**src/rtl/cr_kme_fifo_unpacker.sv**
```systemverilog
// Drains 71-bit KME RAM FIFO entries and emits two 32-bit beats per word.
// Ports: fifo_* pop side, out_* beat bus, stat_* saturating counters.
module cr_kme_fifo_unpacker #(
  parameter int DATA_SIZE = 71,
  parameter int CNT_W     = 16
) (
  input  logic                 clk,
  input  logic                 rst,
  input  logic [DATA_SIZE-1:0] fifo_out,
  input  logic                 fifo_out_valid,
  input  logic                 fifo_mbe,
  output logic                 fifo_out_ack,
  output logic [31:0]          out_data,
  output logic                 out_sot,
  output logic                 out_eot,
  output logic [4:0]           out_tag,
  output logic                 out_err,
  output logic                 out_valid,
  input  logic                 out_ready,
  output logic [CNT_W-1:0]     stat_frames,
  output logic [CNT_W-1:0]     stat_mbe
);

  if (DATA_SIZE != 71) begin : g_bad_size
    $error("cr_kme_fifo_unpacker: DATA_SIZE must be 71");
  end

  typedef enum logic [2:0] {
    IDLE,
    HI,
    LO,
    ERR,
    DROP
  } state_t;

  state_t      state_q;
  state_t      state_d;
  logic [63:0] h_data;
  logic        h_sot;
  logic        h_eot;
  logic [4:0]  h_tag;
  logic        ack;
  logic        pop;
  logic        cap;
  logic        fr_inc;
  logic        mbe_inc;

  // Ack is held low while reset is asserted so nothing is popped
  // before the state register is released.
  assign pop          = ack & ~rst;
  assign fifo_out_ack = pop;
  assign cap          = pop & (state_q != DROP);
  assign fr_inc       = out_valid & out_ready & out_eot;
  assign mbe_inc      = cap & fifo_mbe;

  always_comb begin
    state_d = state_q;
    ack     = 1'b0;
    unique case (state_q)
      IDLE: begin
        ack = fifo_out_valid;
        if (fifo_out_valid)
          state_d = fifo_mbe ? ERR : HI;
      end
      HI: begin
        if (out_ready)
          state_d = LO;
      end
      LO: begin
        ack = fifo_out_valid & out_ready;
        if (out_ready) begin
          if (fifo_out_valid)
            state_d = fifo_mbe ? ERR : HI;
          else
            state_d = IDLE;
        end
      end
      ERR: begin
        if (out_ready)
          state_d = h_eot ? IDLE : DROP;
      end
      DROP: begin
        // mbe on dropped words is irrelevant; only eot ends the drop.
        ack = fifo_out_valid;
        if (fifo_out_valid && fifo_out[69])
          state_d = IDLE;
      end
      default: state_d = IDLE;
    endcase
  end

  always_comb begin
    out_valid = 1'b0;
    out_data  = '0;
    out_sot   = 1'b0;
    out_eot   = 1'b0;
    out_tag   = '0;
    out_err   = 1'b0;
    unique case (state_q)
      HI: begin
        out_valid = 1'b1;
        out_data  = h_data[63:32];
        out_sot   = h_sot;
        out_tag   = h_tag;
      end
      LO: begin
        out_valid = 1'b1;
        out_data  = h_data[31:0];
        out_eot   = h_eot;
        out_tag   = h_tag;
      end
      ERR: begin
        out_valid = 1'b1;
        out_sot   = h_sot;
        out_eot   = 1'b1;
        out_tag   = h_tag;
        out_err   = 1'b1;
      end
      default: ;
    endcase
  end

  always_ff @(posedge clk or posedge rst) begin
    if (rst) begin
      state_q     <= IDLE;
      h_data      <= '0;
      h_sot       <= 1'b0;
      h_eot       <= 1'b0;
      h_tag       <= '0;
      stat_frames <= '0;
      stat_mbe    <= '0;
    end else begin
      state_q <= state_d;
      if (cap) begin
        h_data <= fifo_out[63:0];
        h_sot  <= fifo_out[70];
        h_eot  <= fifo_out[69];
        h_tag  <= fifo_out[68:64];
      end
      if (fr_inc && stat_frames != '1)
        stat_frames <= stat_frames + 1'b1;
      if (mbe_inc && stat_mbe != '1)
        stat_mbe <= stat_mbe + 1'b1;
    end
  end

endmodule

```
**config.mk**
```make
export PLATFORM = sky130hd
export DESIGN_NAME = cr_kme_fifo_unpacker
export DESIGN_NICKNAME = d
export VERILOG_FILES = /design/src/rtl/cr_kme_fifo_unpacker.sv
export SDC_FILE = /design/constraint.sdc
export NUM_CORES = 1
export LEC_CHECK = 0
export CAP_MARGIN = 20
export CORE_MARGIN = 4
export CORE_UTILIZATION = 52
export CTS_BUF_LIST = sky130_fd_sc_hd__clkbuf_2
export DETAILED_ROUTE_END_ITERATION = 10
export HOLD_SLACK_MARGIN = 0.15
export PLACE_DENSITY = 0.94
export SLEW_MARGIN = 20
export SYNTH_ARGS = -nofsm -noshare
export SYNTH_HDL_FRONTEND = slang
export SYNTH_SLANG_ARGS = --single-unit
```
**constraint.sdc**
```tcl
create_clock -name clk -period 6.3 [get_ports clk]
set_input_delay 1.89 -clock clk [delete_from_list [all_inputs] [get_ports clk]]
set_output_delay 1.89 -clock clk [all_outputs]
set_load 0.01 [all_outputs]
```
==> metrics.md <==
| Metric | Value |
|---|---|
| Status | `completed` |
| Final setup viols | `0` |
| Seq cells post-synth | `roughly 110` |
| Placed Cells | `about 600` |
| Post-synth top flop | `dfrtp_1` |
| Ys async rst share | `100%` |
| Post_cts resized | `0` |
| Area of the multi-input gates | `between 2000 and 2500 sq um` |
| Most Frequent Cell on Critical Path | `clkdlybuf4s50_1` |
| Vias in the first global route | `~3800` |
| Final net count | `approximately 600` |
| CP max FO | `4` |
| Commonest non-fill, non-tap cells in the layout | `clkdlybuf4s50_1, dfrtp_1, mux2_2` |
| Num CTS Buffers | `9` |
| Internal | `between 1.5 and 2 mW` |
| WP data arrival | `3.55 ns` |
| WHS Path Cells | `1` |
| RR Startpoint | `state_q[0]` |
| Worst clock skew | `about 0.034 ns` |
| Sw frac | `roughly 33%` |
| Root buffer cell | `clkbuf_2` |
| Clock power frac | `between 10% and 20%` |
| Final period utilization | `a little under nine tenths` |
| CP bufs+invs | `2` |
| H-tree levels | `3` |
| Largest net degree at the start of global routing | `between 70 and 80` |
| N_diodes | `0` |
| Die area | `~11000 sq um` |
| Relative slew slack | `40.0%` |
| Crit path time final | `between 5 and 6 ns` |
| Initial Util | `54.4%` |
| Gr usage total | `21.6%` |
| HP Start | `stat_frames[15]` |
| RSZ-0062 raised after global routing | `false` |
| Syn_nets | `between 400 and 500` |
| Sequential power share | `a little over two fifths` |
| Die X | `between 100 and 150 microns` |
| Synth Area per Inst | `~13 sq um` |
| Share of the yosys chip area belonging to registers | `~55%` |
| Total number of vias | `between 3000 and 4000` |
| Clk slew on worst S/H paths | `0.30 ns` |
| # IOs | `150` |
| Gpl congestion | `between 0.8 and 0.9` |
| Worst Setup End Kind | `output pin` |
| Max cap viols | `0` |
| Setup repair bufs after CTS | `0` |
| Clock sink count | `106` |
| Post-DP HPWL | `between 8000 and 9000 microns` |
| Final Max Slew Viols | `0` |
| Antenna violations before repair | `0` |
| DR WL/cell | `approximately 19 microns` |
| Vias per cell | `~5.7` |
| Initial DRT Pass Iterations | `4` |
| Reg-to-Reg End | `stat_mbe[14]` |
| PD cells | `403 nW/um^2` |
| CP max stage delay | `about 0.55 ns` |
| DRC Markers | `0` |
| Final ANT Viol Nets | `0` |
| Comb pwr share | `43.3%` |
| Type of origin of the critical path | `input port` |
| Setup TNS | `0 ns` |
| FILL cells | `580` |
| P_leak | `roughly 2.7 nW` |
| Core Area | `just under 9000 sq um` |
| Synthesis Warnings | `0` |
| Max Fclk | `0.184 GHz` |
| CTS Hold Bufs | `0` |
| Final Hold Fails | `0` |
| Cell class contributing the biggest share of worst-path delay | `buffers and inverters` |
| Worst slew pin tran | `0.900 ns` |
| Cell variety after synth | `37` |
| CTS tree | `built` |
| Finished Layout Cells | `between 600 and 700` |
| Clock Tree Buf Depth | `2` |
| Flop-to-flop setup slack | `between 3 and 4 ns` |
| Clk_lat worst skew | `between 0.5 and 0.6 ns` |
| Site Rows | `34` |
| Number of synthesized flops with an enable pin | `0` |
| Crit path cell chain | `clkdlybuf4s50_1 > or3b_1 > a21oi_1 > clkdlybuf4s50_1` |
| Maximum VDD drop | `about 0.22 mV` |
| Mapped cell area | `slightly below 5000 sq um` |
| Setup Crit Path Kind | `in -> out` |
| Syn-to-layout area delta | `36.3%` |
| Path depth of the worst reg2reg path | `4` |
| Min-Delay Endpoint | `stat_frames[15]` |
| Worst EP required | `between 4 and 5 ns` |
| First-pass GRT wire length | `18900 microns` |
| Fraction of layout cells with a size suffix above 1 | `approximately a fifth` |
| Slowest CP cell | `clkdlybuf4s50_1` |
| Die Height | `104 microns` |
| Most common cell after layout, fill and taps aside | `clkdlybuf4s50_1` |
| PortBufs | `~150` |
| Routed wire length | `11700 microns` |
| Synth Instances | `between 300 and 400` |
| Congestion Overflow GR | `0` |
| Psw | `approximately 0.88 mW` |
| HP Class | `reg -> reg` |
| Iteration-0 DRC count of the detailed router | `between 100 and 150` |
| Register area | `roughly 2700 sq um` |
-- through the flow --
stage	hold WS, ns	cell area [sq um]	total power, mW	util [%]	worst slack, ns
6_report	0.520	6560	2.64	74.1	0.863
5_1_grt	0.550	6560	2.80	74.1	0.806
4_1_cts	0.529	6550	2.66	74.0	0.855
3_5_place_dp	0.491	6410	2.29	72.4	0.858
3_3_place_gp	0.481	6410	2.23	72.4	0.905
2_1_floorplan	0.472	4810	1.72	-	1.62
-- worst max-delay path by stage --
stage / startpoint / end / slack [ns] / cells after the start
after CTS: fifo_out_valid / fifo_out_ack / 0.85 / 4
after floorplan: rst / h_data[0] / 1.62 / 1
after global placement: fifo_out_valid / fifo_out_ack / 0.91 / 4
final: fifo_out_valid / fifo_out_ack / 0.86 / 4
after detailed placement: fifo_out_valid / fifo_out_ack / 0.86 / 4
after global routing: fifo_out_valid / fifo_out_ack / 0.81 / 4
-- cells in the mapped netlist, types with 3 or more instances --
cell / instances / area, sq um
a22o_1: 32 / 280
and2_1: 7 / 43.8
buf_2: 8 / 40.0
clkbuf_1: 10 / 37.5
dfrtp_1: 106 / 2650
inv_1: 5 / 18.8
mux2_2: 76 / 856
nand2_1: 13 / 48.8
nand2b_1: 3 / 18.8
nand3_1: 9 / 45.0
nand4_1: 12 / 75.1
nor2_1: 12 / 45.0
nor3_1: 7 / 35.0
nor3b_1: 3 / 22.5
nor4_1: 11 / 68.8
nor4_2: 6 / 75.1
o21ai_0: 4 / 20.0
xnor2_1: 5 / 43.8
xor2_1: 23 / 201
-- worst register-to-register path, cell delays in order, from the launching register on --
cell and delay [ns]:
dfrtp_1 0.57, or3b_1 0.50, or4b_1 0.81, nor4_1 0.44, xor2_1 0.24
-- power groups by stage --
stage | logic (mW) | clock network (mW) | registers [mW]
final | 1.14 | 0.369 | 1.13
after global routing | 1.23 | 0.402 | 1.17
after CTS | 1.16 | 0.376 | 1.13
after detailed placement | 1.15 | 0 | 1.15
after global placement | 1.11 | 0 | 1.12
after floorplan | 0.625 | 0 | 1.10
-- logic make-up (layout without fill, tap and decap cells) --
family	after synthesis	in the layout	share of synthesized area, %
buf+inv	24	175	2.24
compound gates	41	41	7.05
xor+xnor	28	28	5.10
simple gates	97	97	12.1
mux	76	76	17.8
fa+ha+maj	2	2	0.520
flops	106	106	55.2
-- state kept, by name, indices dropped and copies added (netlist names) --
signal,flops
stat_mbe,16
stat_frames,16
h_sot,1
h_tag,5
state_q,3
h_data,64
h_eot,1
-- layout make-up --
cell class	count	area share, %
Inverter	5	0.324
Multi-Input combinational cell	244	31.7
Clock buffer	9	0.687
Sequential cell	106	40.5
Timing Repair Buffer	154	23.3
Tap cell	108	2.06
Clock inverter	7	1.49
-- per-layer routing --
metal	vias to the layer above	global-route usage (%)	wire, microns
met4	0	7.98	175
met2	132	37.2	5950
met5	-	0	0
met3	13	8.01	977
met1	1816	24.4	4630
li1	1654	-	-
No activity file was read; power rests on OpenSTA's default activity.
